## src/rtl/fifo_stream_drain_if.sv

```systemverilog
// Bundles the FIFO read port and the valid/ready output stream of fifo_stream_drain.
// The master modport is the drain itself; slave is the FIFO plus downstream sink.
interface fifo_stream_drain_if #(
    parameter int DATA_WIDTH = 64,
    parameter int PKT_LEN    = 8
);
    localparam int CNT_WIDTH = $clog2(PKT_LEN + 1);

    logic [DATA_WIDTH-1:0] fifo_dout;
    logic                  fifo_empty;
    logic                  fifo_rd_en;
    logic                  out_valid;
    logic                  out_ready;
    logic [DATA_WIDTH-1:0] out_data;
    logic                  out_last;
    logic [CNT_WIDTH-1:0]  beat_cnt;

    modport master (
        input  fifo_dout,
        input  fifo_empty,
        input  out_ready,
        output fifo_rd_en,
        output out_valid,
        output out_data,
        output out_last,
        output beat_cnt
    );

    modport slave (
        output fifo_dout,
        output fifo_empty,
        output out_ready,
        input  fifo_rd_en,
        input  out_valid,
        input  out_data,
        input  out_last,
        input  beat_cnt
    );
endinterface

```

## src/rtl/fifo_stream_drain.sv

```systemverilog
// Drains a sync FIFO with 1-cycle read latency into a valid/ready stream,
// using a 2-entry skid buffer and credit-based read issue; frames packets of PKT_LEN beats.
module fifo_stream_drain #(
    parameter int DATA_WIDTH = 64,
    parameter int PKT_LEN    = 8
) (
    input  logic                 clock,
    input  logic                 rst,
    fifo_stream_drain_if.master  io
);
    localparam int                   CNT_WIDTH = $clog2(PKT_LEN + 1);
    localparam logic [CNT_WIDTH-1:0] LAST_BEAT = CNT_WIDTH'(PKT_LEN - 1);

    logic [DATA_WIDTH-1:0] buf_mem [2];
    logic                  head;
    logic                  tail;
    logic [1:0]            occ;
    logic                  vld_p1;
    logic [CNT_WIDTH-1:0]  beat_cnt;
    logic                  pop;
    logic                  last_beat;
    logic                  rd_en_p0;
    logic [2:0]            credit_used;

    function automatic logic [CNT_WIDTH-1:0] next_beat(input logic [CNT_WIDTH-1:0] cnt);
        return (cnt == LAST_BEAT) ? '0 : cnt + 1'b1;
    endfunction

    function automatic logic [1:0] next_occ(input logic [1:0] cur, input logic cap, input logic take);
        logic [1:0] res;
        res = cur;
        if (cap && !take)
            res = cur + 2'd1;
        else if (!cap && take)
            res = cur - 2'd1;
        return res;
    endfunction

    // p0: read issue. A slot is reserved for every word already buffered or still in flight.
    always_comb begin
        pop         = (occ != 2'd0) && io.out_ready;
        credit_used = {1'b0, occ} + {2'b00, vld_p1} - {2'b00, pop};
        rd_en_p0    = rst && !io.fifo_empty && (credit_used < 3'd2);
    end

    // p1: the word requested last cycle arrives on fifo_dout and lands at the tail.
    always_ff @(posedge clock or negedge rst) begin
        if (!rst) begin
            vld_p1   <= 1'b0;
            occ      <= 2'd0;
            head     <= 1'b0;
            tail     <= 1'b0;
            beat_cnt <= '0;
        end else begin
            vld_p1 <= rd_en_p0;
            occ    <= next_occ(occ, vld_p1, pop);
            if (vld_p1)
                tail <= ~tail;
            if (pop) begin
                head     <= ~head;
                beat_cnt <= next_beat(beat_cnt);
            end
        end
    end

    // Buffer contents carry no reset; occ alone decides what is meaningful.
    always_ff @(posedge clock) begin
        if (vld_p1)
            buf_mem[tail] <= io.fifo_dout;
    end

    // p2: output presentation straight from the buffer head.
    always_comb begin
        last_beat     = (occ != 2'd0) && (beat_cnt == LAST_BEAT);
        io.fifo_rd_en = rd_en_p0;
        io.out_valid  = (occ != 2'd0);
        io.out_data   = (occ != 2'd0) ? buf_mem[head] : '0;
        io.out_last   = last_beat;
        io.beat_cnt   = beat_cnt;
    end

    occ_bound: assert property (@(posedge clock) disable iff (!rst) occ != 2'd3);

endmodule

```

## src/flat_wrapper.sv

```systemverilog
// flat-port wrapper written by rule: the top's interface ports become plain ports
module fifo_stream_drain_flat 
#(
    parameter int DATA_WIDTH = 64,
    parameter int PKT_LEN    = 8
)
  (clock, rst, io_fifo_dout, io_fifo_empty, io_out_ready, io_fifo_rd_en, io_out_valid, io_out_data, io_out_last, io_beat_cnt);
  fifo_stream_drain_if #(.DATA_WIDTH(DATA_WIDTH), .PKT_LEN(PKT_LEN)) io_i ();
  input  logic clock;
  input  logic rst;
  input wire logic [$bits(io_i.fifo_dout)-1:0] io_fifo_dout;
  input wire logic [$bits(io_i.fifo_empty)-1:0] io_fifo_empty;
  input wire logic [$bits(io_i.out_ready)-1:0] io_out_ready;
  output wire logic [$bits(io_i.fifo_rd_en)-1:0] io_fifo_rd_en;
  output wire logic [$bits(io_i.out_valid)-1:0] io_out_valid;
  output wire logic [$bits(io_i.out_data)-1:0] io_out_data;
  output wire logic [$bits(io_i.out_last)-1:0] io_out_last;
  output wire logic [$bits(io_i.beat_cnt)-1:0] io_beat_cnt;
  assign io_i.fifo_dout = io_fifo_dout;
  assign io_i.fifo_empty = io_fifo_empty;
  assign io_i.out_ready = io_out_ready;
  assign io_fifo_rd_en = io_i.fifo_rd_en;
  assign io_out_valid = io_i.out_valid;
  assign io_out_data = io_i.out_data;
  assign io_out_last = io_i.out_last;
  assign io_beat_cnt = io_i.beat_cnt;
  fifo_stream_drain #(.DATA_WIDTH(DATA_WIDTH), .PKT_LEN(PKT_LEN)) u_core (.clock(clock), .rst(rst), .io(io_i));
endmodule
```

## config.mk

```make
export PLATFORM = sky130hd
export DESIGN_NAME = fifo_stream_drain_flat
export DESIGN_NICKNAME = d
export VERILOG_FILES = /design/src/rtl/fifo_stream_drain_if.sv /design/src/rtl/fifo_stream_drain.sv /design/src/flat_wrapper.sv
export SDC_FILE = /design/constraint.sdc
export NUM_CORES = 1
export LEC_CHECK = 0
export ABC_AREA = 0
export BUFFER_PORTS_ARGS = -buffer_cell sky130_fd_sc_hd__buf_2
export CAP_MARGIN = 10
export CORE_MARGIN = 4
export CORE_UTILIZATION = 50
export DETAILED_ROUTE_END_ITERATION = 7
export GPL_TIMING_DRIVEN = 1
export PLACE_DENSITY = 0.8
export SYNTH_ARGS = -nofsm -noshare
export SYNTH_HDL_FRONTEND = slang
export SYNTH_SLANG_ARGS = --single-unit
```

## constraint.sdc

```tcl
create_clock -name clock -period 11.9 [get_ports clock]
set_input_delay 1.19 -clock clock [delete_from_list [all_inputs] [get_ports clock]]
set_output_delay 1.19 -clock clock [all_outputs]
set_load 0.02 [all_outputs]
```

==> results of run 1 <==
state kept, by name, summed over array words and instances (netlist names):
register,count
u_core.io.beat_cnt,4
u_core.buf_mem,128
u_core.vld_p1,1
u_core.tail,1
u_core.occ,2
u_core.head,1
per-layer routing:
metal | GRT usage [%] | share of wire, %
met1 | 18.4 | 40
met2 | 28.0 | 52
met3 | 4.53 | 6.1
met4 | 6.90 | 1.6
met5 | 0 | 0
logic make-up (layout without fill, tap and decap cells):
group,count (synthesis),in the layout,synth area share [%]
adders and majority gates,4,4,1.09
xor gates and xnor gates,7,7,1.16
muxes,64,64,12.2
DFF,137,137,77.2
AOI/OAI and AO/OA,3,3,0.499
and+or+nand+nor,82,82,6.17
buffers and inverters,18,176,1.71
power by group:
group / internal (mW) / total [mW] / leakage, nW / switching [mW]
Combinational: 0.216 / 0.570 / 1.23 / 0.353
Sequential: 0.605 / 0.695 / 1.27 / 0.0893
Clock: 0.303 / 0.500 / 0.273 / 0.197
Total: 1.12 / 1.76 / 2.76 / 0.640
cells in the mapped netlist (2+ instances only):
library cell  instances  area (um^2)
buf_2                12         60.1
buf_4                 2         15.0
dfrtp_1               9          225
edfxtp_1            128         3840
ha_1                  3         37.5
inv_1                 3         11.3
mux2i_1              64          641
nand2_1               8         30.0
nor2_1               67          251
o21ai_0               2         10.0
xnor2_1               3         26.3
xor2_1                4         35.0
how the worst max path moves through the flow:
stage                             from       endpoint  depth (start not counted)
after floorplan           io_out_ready  io_fifo_rd_en                          7
after global placement    io_out_ready  io_fifo_rd_en                          9
after detailed placement  io_out_ready  io_fifo_rd_en                          9
after CTS                 io_out_ready  io_fifo_rd_en                          9
after global routing      io_out_ready  io_fifo_rd_en                          9
final                     io_out_ready  io_fifo_rd_en                          9
area by class of cell:
class,count,area [um^2],area share (%)
Clock buffer,18,418,6.26
Clock inverter,14,159,2.38
Inverter,3,11.3,0.169
Multi-Input combinational cell,160,1130,16.9
Sequential cell,137,4070,61.0
Tap cell,136,170,2.55
Timing Repair Buffer,141,713,10.7
stage by stage:
| stage | area [um^2] | hold slack (ns) | instances |
|---|---|---|---|
| floorplan | 5270 | 0.455 | 315 |
| global placement | 6090 | 0.512 | 577 |
| detailed placement | 6090 | 0.527 | 577 |
| CTS | 6670 | 0.518 | 609 |
| global route | 6670 | 0.534 | 609 |
| finish | 6670 | 0.533 | 609 |
==> flow_metrics.tcl, run 1 <==
set metrics [dict create \
    status "complete, no violations" \
    coreArea_um2 10300 \
    final.setup.worst_slack_ns 7.75 \
    fin_crit_sh_pct 34.8 \
    via_count 2969 \
    clockBufferDepth 2 \
    grt_first_pass_wirelength_mm 15.4 \
    slew_headroom_pct 24.3 \
    reg2reg_depth 7 \
    drtIter0Drc 140 \
    cp_num_buf_inv 3 \
    max_stage_delay_ns 0.38 \
    die_w_um 111 \
    port_buffers 138 \
    rsz0062_at_grt "no" \
    synth_ff_type "edfxtp_1" \
    dpl.hpwl_mm 6.17 \
    gp_congestion 0.784 \
    p_leak_nw 2.76 \
    path_cells "buf_2, o21ai_4, inv_1, ha_1, nand2b_1, fa_1, xor2_1, nor3_1, buf_2" \
    clk_pin_slew_ns 0.06 \
    dpl_worst_slack_ns 7.72 \
    slew_viol_final 0 \
    avgSynthCellArea_um2 16.7 \
    ys_seq_elements 137 \
    postCtsResizedCells 0 \
    critical_path_arrival_ns 2.96 \
    worstReg2RegEnd "u_core.vld_p1" \
    syn-num-nets 387 \
    antenna_left 0 \
    synth-edff-count 128 \
    fin_tns_setup_ns 0 \
    setup_violations 0 \
    cts_tree "built" \
    viasPerCell 4.88 \
    reg2reg_slack_ns 9.68 \
    cap_violations 0 \
    hold_start "u_core.io.beat_cnt[2]" \
    final_common_cell "buf_2" \
    yosysUniqueCellTypes 22 \
    clock_latency_ns 0.50 \
    min_to "u_core.io.beat_cnt[2]" \
    cts_setup_buffers 0 \
    grt_usage_pct 16.0 \
    dr.pass1.iters 4 \
    syn_to_final_growth_pct 26.6 \
    wl_mm 9.50 \
    drive_gt1_share_pct 37.2 \
    worstHoldPathType "flop to flop" \
    start_kind "input port" \
    worst-setup-path-type "input port to primary output" \
    antenna_found_initial 0 \
    min_period_ns 4.15 \
    post_drt_wl_per_cell_um 15.6 \
    pin_count 139 \
    clock-sinks 137 \
    cts-root-buf "clkbuf_8" \
    ys_seq_area_share_pct 77.2 \
    ys_warn_count 0 \
    max_freq_mhz 241 \
    irDropWorstVdd_mv 0.166 \
    slowest_stage "fa_1" \
    synth_cells 315 \
    num_rows 37 \
    grt_pass1_vias 3174 \
    htreeDepth 4 \
    total_power_mw 1.76 \
    numCtsBuffers 17 \
    cp_max_fo 7 \
    r2r_start "u_core.occ[0]" \
    fin_skew_ns 0.00511 \
    grt_overflow 0 \
    crit_family "adder cells" \
    end_kind "primary output" \
    final_cell_mix "buf_2 (138), edfxtp_1 (128), nor2_1 (66)" \
    diodes 0 \
    postCtsHoldBufs 0 \
    fillers 778 \
    tightest_slew_ns 1.14 \
    initial_core_util_pct 51.3 \
    whs_path_depth 1 \
    fin_nets 532 \
    critPathRequiredTime_ns 10.71 \
    pwr_density_cell_nw_per_um2 264 \
    drc 0 \
    grt_max_degree 66 \
    hold_viol 0 \
    crit_top_cell "buf_2" \
    synth_area_um2 5270 \
    synthArstFlopShare_pct 6.57 \
    final_util_pct 64.9 \
    die_area_um2 12200 \
    fp.dieH_um 111 \
]
(Power assumes the default switching activity.)
==> inputs of run 2 (changes only) <==
--- a/config.mk
+++ b/config.mk
@@ -9,10 +9,10 @@
 export BUFFER_PORTS_ARGS = -buffer_cell sky130_fd_sc_hd__buf_2
 export CAP_MARGIN = 10
 export CORE_MARGIN = 4
-export CORE_UTILIZATION = 50
+export CORE_UTILIZATION = 47
 export DETAILED_ROUTE_END_ITERATION = 7
 export GPL_TIMING_DRIVEN = 1
-export PLACE_DENSITY = 0.8
+export PLACE_DENSITY = 0.79
 export SYNTH_ARGS = -nofsm -noshare
 export SYNTH_HDL_FRONTEND = slang
 export SYNTH_SLANG_ARGS = --single-unit
==> constraint.sdc (replaced) <==
create_clock -name clock -period 3.6 [get_ports clock]
set_input_delay 0.36 -clock clock [delete_from_list [all_inputs] [get_ports clock]]
set_output_delay 0.36 -clock clock [all_outputs]
set_load 0.02 [all_outputs]
==> flow_metrics.tcl, run 2 (synthesis gave the netlist of run 1 again) <==
set metrics [dict create \
    status "complete, no violations" \
    rsz0062_at_grt "no" \
    start_kind "flop" \
    cp_max_fo 7 \
    p_sw_share_pct 35.1 \
    final_common_cell "buf_2" \
    slew_headroom_pct 53.3 \
    fin_tns_setup_ns 0 \
    setup_violations 0 \
    whs_path_depth 2 \
    clock-sinks 137 \
    drtIter0Drc 96 \
    port_buffers 138 \
    post_drt_wl_per_cell_um 15.8 \
    slew_viol_final 0 \
    die_area_um2 13000 \
    p_leak_nw 2.81 \
    irDropWorstVdd_mv 0.484 \
    syn_to_final_growth_pct 28.2 \
    grt_pass1_vias 3165 \
    antenna_left 0 \
    min_period_ns 3.29 \
    switching_power_mw 2.09 \
    worstHoldPathType "input port to flop" \
    clockBufferDepth 2 \
    hold_start "io_fifo_empty" \
    fp.dieH_um 114 \
    antenna_found_initial 1 \
    final_util_pct 62.0 \
    postCtsResizedCells 0 \
    pin_count 139 \
    via_count 3008 \
    initial_core_util_pct 48.4 \
    gp_congestion 0.709 \
    clk_pin_slew_ns 0.06 \
    grt_max_degree 43 \
    dpl.hpwl_mm 6.52 \
    cts-root-buf "clkbuf_8" \
    fin_nets 536 \
    reg2reg_depth 7 \
    p_seq_share_pct 37.0 \
    end_kind "primary output" \
    numCtsBuffers 17 \
    largest_register_ffs 128 \
    clkPwrFrac_pct 29.1 \
    drive_gt1_share_pct 37.0 \
    critPathRequiredTime_ns 3.24 \
    cap_violations 0 \
    r2r_start "u_core.occ[0]" \
    cts_tree "built" \
    fin_skew_ns 0.00426 \
    total_power_mw 5.95 \
    final_cell_mix "buf_2 (138), edfxtp_1 (128), nor2_1 (66)" \
    max_freq_mhz 304 \
    reg2reg_slack_ns 1.29 \
    dpl_worst_slack_ns 0.817 \
    grt_overflow 0 \
    grt_usage_pct 15.7 \
    worstReg2RegEnd "u_core.vld_p1" \
    drc 0 \
    fin_crit_sh_pct 91.3 \
    dr.pass1.iters 4 \
    tightest_slew_ns 0.699 \
    fillers 797 \
    final_area_um2 6750 \
    biggestRegsByFlops "u_core.buf_mem: 128 flops, u_core.io.beat_cnt: 4 flops, u_core.occ: 2 flops" \
    min_to "u_core.vld_p1" \
    final.setup.worst_slack_ns 0.315 \
    critical_path_arrival_ns 2.93 \
    pwr_density_cell_nw_per_um2 880 \
    clock_latency_ns 0.50 \
    hold_viol 0 \
    htreeDepth 4 \
    comb_power_share_pct 33.9 \
    regMostFlops "u_core.buf_mem" \
    internal_power_mw 3.86 \
    placed_area_um2 6150 \
    die_w_um 114 \
    coreArea_um2 10900 \
    diodes 0 \
    grt_first_pass_wirelength_mm 15.5 \
    viasPerCell 4.88 \
    num_rows 38 \
    wl_mm 9.72 \
    worst-setup-path-type "flop to primary output" \
]
-- run 2: layout make-up --
| class | count | area (um^2) | share of cell area [%] |
|---|---|---|---|
| clock inverter | 12 | 175 | 2.59 |
| inverter | 3 | 11.3 | 0.167 |
| sequential | 137 | 4070 | 60.3 |
| clock buffer | 19 | 422 | 6.24 |
| timing repair buffer | 145 | 771 | 11.4 |
| multi-input combinational | 160 | 1130 | 16.7 |
| tap | 140 | 175 | 2.59 |
-- run 2: through the flow --
step                hold WS [ns]  std cells
detailed placement         0.230        584
global placement           0.225        584
floorplan                 0.0644        315
global route             0.00823        616
CTS                      0.00299        616
finish                    0.0365        616
-- run 2: timing repair --
item,4_1_cts,5_1_grt
hold buffers,1,0
setup buffers,0,0
endpoints found under the hold margin,9,0
endpoints found under the setup margin,0,0
-- run 2: power by group through the flow --
stage	clock network [mW]	logic (mW)	registers (mW)
global placement	0	2.02	2.21
detailed placement	0	2.05	2.23
CTS	1.77	2.06	2.20
floorplan	0	1.45	2.14
finish	1.73	2.02	2.20
global route	1.86	2.19	2.22
-- run 2: per-layer routing --
layer  part of all wire, %  up-vias  track usage, %
li1                      -     1454               -
met1                    41     1435            19.2
met2                    50      106            25.5
met3                   7.6       11            5.57
met4                  0.98        2            6.18
met5                 0.072        -               0
-- run 2: worst max-delay path by stage --
| stage | startpoint | endpoint | slack (ns) | cells after the start |
|---|---|---|---|---|
| after floorplan | u_core.occ[0] | io_fifo_rd_en | 0.94 | 8 |
| after global placement | u_core.occ[0] | io_fifo_rd_en | 1.03 | 8 |
| after detailed placement | u_core.occ[1] | io_fifo_rd_en | 0.82 | 8 |
| after CTS | u_core.occ[1] | io_fifo_rd_en | 0.25 | 8 |
| after global routing | u_core.occ[0] | io_fifo_rd_en | 0.12 | 8 |
| final | u_core.occ[0] | io_fifo_rd_en | 0.31 | 8 |
-- run 2: critical path: stages, from the launching register on --
cell	delay, ns
dfrtp_1	0.48
o21ai_4	0.27
inv_1	0.12
ha_1	0.30
nand2b_1	0.16
fa_1	0.40
xor2_1	0.17
nor3_1	0.29
buf_2	0.23
==> inputs of run 3 (changes only) <==
--- a/config.mk
+++ b/config.mk
@@ -5,14 +5,14 @@
 export SDC_FILE = /design/constraint.sdc
 export NUM_CORES = 1
 export LEC_CHECK = 0
-export ABC_AREA = 0
+export ABC_AREA = 1
 export BUFFER_PORTS_ARGS = -buffer_cell sky130_fd_sc_hd__buf_2
 export CAP_MARGIN = 10
 export CORE_MARGIN = 4
-export CORE_UTILIZATION = 47
+export CORE_UTILIZATION = 48
 export DETAILED_ROUTE_END_ITERATION = 7
 export GPL_TIMING_DRIVEN = 1
-export PLACE_DENSITY = 0.79
+export PLACE_DENSITY_LB_ADDON = 0.15
 export SYNTH_ARGS = -nofsm -noshare
 export SYNTH_HDL_FRONTEND = slang
 export SYNTH_SLANG_ARGS = --single-unit
==> constraint.sdc (replaced) <==
create_clock -name clock -period 3.6 [get_ports clock]
set_input_delay 0.54 -clock clock [delete_from_list [all_inputs] [get_ports clock]]
set_output_delay 0.54 -clock clock [all_outputs]
set_load 0.02 [all_outputs]
==> flow_metrics.tcl, run 3 <==
set metrics [dict create \
    status "complete, no violations" \
    clockBufferDepth 2 \
    max_freq_mhz 314 \
    synth_area_um2 5480 \
    die_area_um2 13200 \
    cp_max_fo 9 \
    viasPerCell 4.96 \
    clock-sinks 137 \
    num_rows 38 \
    regMostFlops "u_core.buf_mem" \
    ys_warn_count 0 \
    critical_path_arrival_ns 2.64 \
    avgSynthCellArea_um2 13.8 \
    cts_setup_buffers 0 \
    ys_seq_elements 137 \
    synth_most_common_cell "nand2_1" \
    wirelength_met1_mm 4.39 \
    synth_top_area_share_pct 70.1 \
    dpl.hpwl_mm 6.57 \
    cts-root-buf "clkbuf_16" \
    p_leak_nw 2.69 \
    clock_latency_ns 0.40 \
    cap_violations 0 \
    wl_mm 10.8 \
    antenna_found_initial 3 \
    final_cell_mix "nand2_1 (139), buf_2 (138), edfxtp_1 (128)" \
    setup_violations 0 \
    slew_headroom_pct 28.1 \
    fin_skew_ns 0.00421 \
    grt_max_degree 67 \
    via_count 3443 \
    syn_to_final_growth_pct 24.7 \
    post_drt_wl_per_cell_um 15.6 \
    worstHoldPathType "input port to flop" \
    gp_congestion 0.761 \
    pwr_density_cell_nw_per_um2 890 \
    dr_wl_met3_um 879 \
    final_common_cell "nand2_1" \
    drc 0 \
    fp.dieH_um 115 \
    htreeDepth 4 \
    wl_met2_mm 5.30 \
    rsz0062_at_grt "no" \
    start_kind "flop" \
    grt_usage_pct 16.8 \
    drtIter0Drc 144 \
    fin_tns_setup_ns 0 \
    ys_seq_area_share_pct 74.2 \
    clk_pin_slew_ns 0.06 \
    cts_tree "built" \
    routed.top_layer "met5" \
    dpl_worst_slack_ns 0.630 \
    fin_crit_sh_pct 88.4 \
    syn-num-nets 469 \
    die_w_um 115 \
    tightest_slew_ns 1.08 \
    largest_register_ffs 128 \
    end_kind "primary output" \
    synth-edff-count 128 \
    numCtsBuffers 17 \
    grt_overflow 0 \
    synthArstFlopShare_pct 6.57 \
    pin_count 139 \
    yosysUniqueCellTypes 21 \
    coreArea_um2 11000 \
    critPathRequiredTime_ns 3.06 \
    synth_cells 397 \
    synth_area_leaders "edfxtp_1 (70%), nand2_1 (9.5%), a21oi_2 (8.0%), dfrtp_1 (4.1%), a21oi_1 (1.4%)" \
    drive_gt1_share_pct 41.4 \
    final_area_um2 6840 \
    final.setup.worst_slack_ns 0.419 \
    irDropWorstVdd_mv 0.604 \
    placed_area_um2 6260 \
    grt_first_pass_wirelength_mm 16.8 \
    worst-setup-path-type "flop to primary output" \
    synth_common_cells "nand2_1 (139), edfxtp_1 (128), a21oi_2 (50), a21oi_1 (15), buf_2 (12)" \
    synth_ff_type "edfxtp_1" \
    fin_nets 612 \
    biggestRegsByFlops "u_core.buf_mem: 128 flops, u_core.io.beat_cnt: 4 flops, u_core.occ: 2 flops" \
    antenna_left 0 \
    min_period_ns 3.18 \
    dr.pass1.iters 4 \
    slew_viol_final 0 \
    fillers 908 \
    grt_pass1_vias 3475 \
    hold_viol 0 \
    synth_top_cell_by_area "edfxtp_1" \
    port_buffers 138 \
    initial_core_util_pct 49.7 \
]
==> run 3: logic make-up after synthesis <==
kind of cell,share of synthesized area (%)
fa+ha+maj,1.05
xor+xnor,0.958
simple gates,10.8
compound gates,9.63
buf+inv,3.35
flops,74.2
==> run 3: worst paths after layout <==
check | cells after the start | slack (ns) | to | from
setup / recovery | 8 | 0.42 | io_fifo_rd_en | u_core.occ[1]
hold / removal | 2 | 0.30 | u_core.vld_p1 | io_fifo_empty
setup reg to reg | 7 | 1.26 | u_core.occ[1] | u_core.occ[1]
hold reg to reg | 1 | 0.53 | u_core.tail | u_core.vld_p1
max in group asynchronous | 2 | 2.87 | u_core.head | rst
min in group asynchronous | 2 | 0.53 | u_core.occ[1] | rst
==> run 3: final cells by class <==
type | count | area [um^2] | area share (%)
well taps | 140 | 175 | 2.56
clock buffers | 17 | 425 | 6.22
repair buffers | 144 | 751 | 11.0
clock inverters | 15 | 135 | 1.98
diodes | 1 | 2.50 | 0.0366
multi-input cells | 229 | 1240 | 18.1
inverters | 11 | 41.3 | 0.604
flip-flops and latches | 137 | 4070 | 59.5
==> run 3: power breakdown <==
part           total [mW]  leakage, nW  internal [mW]  switching (mW)
logic                2.37         1.16          0.723            1.65
clock network        1.63        0.267           1.00           0.621
registers            2.09         1.27           1.99          0.0930
total                6.08         2.69           3.72            2.36
==> run 3: worst max-delay path, stage by stage (launching register included) <==
cell,delay (ns)
dfrtp_1,0.47
nor2_4,0.06
nor2_4,0.19
ha_1,0.26
or2_2,0.30
fa_1,0.48
nand2_1,0.05
nor3_1,0.22
buf_2,0.20
==> run 3: repair_timing <==
action | in CTS | in global routing
hold endpoints to repair | 9 | 0
setup endpoints to repair | 0 | 0
gates resized for setup | 0 | 0
hold buffers | 1 | 0
==> run 3: routing by layer <==
| metal | GRT usage, % | up-vias |
|---|---|---|
| met1 | 19.9 | 1643 |
| met4 | 7.67 | 4 |
| li1 | - | 1671 |
| met2 | 27.9 | 108 |
| met3 | 5.47 | 17 |
| met5 | 0 | - |
==> run 3: stage by stage <==
| step | power, mW | util [%] | instances | hold slack [ns] |
|---|---|---|---|---|
| 6_report | 6.08 | 62.0 | 694 | 0.304 |
| 3_5_place_dp | 4.54 | 56.8 | 660 | 0.406 |
| 4_1_cts | 6.16 | 62.0 | 693 | 0.298 |
| 2_1_floorplan | 3.84 | - | 397 | 0.244 |
| 5_1_grt | 6.44 | 62.0 | 694 | 0.300 |
| 3_3_place_gp | 4.51 | 56.8 | 660 | 0.407 |
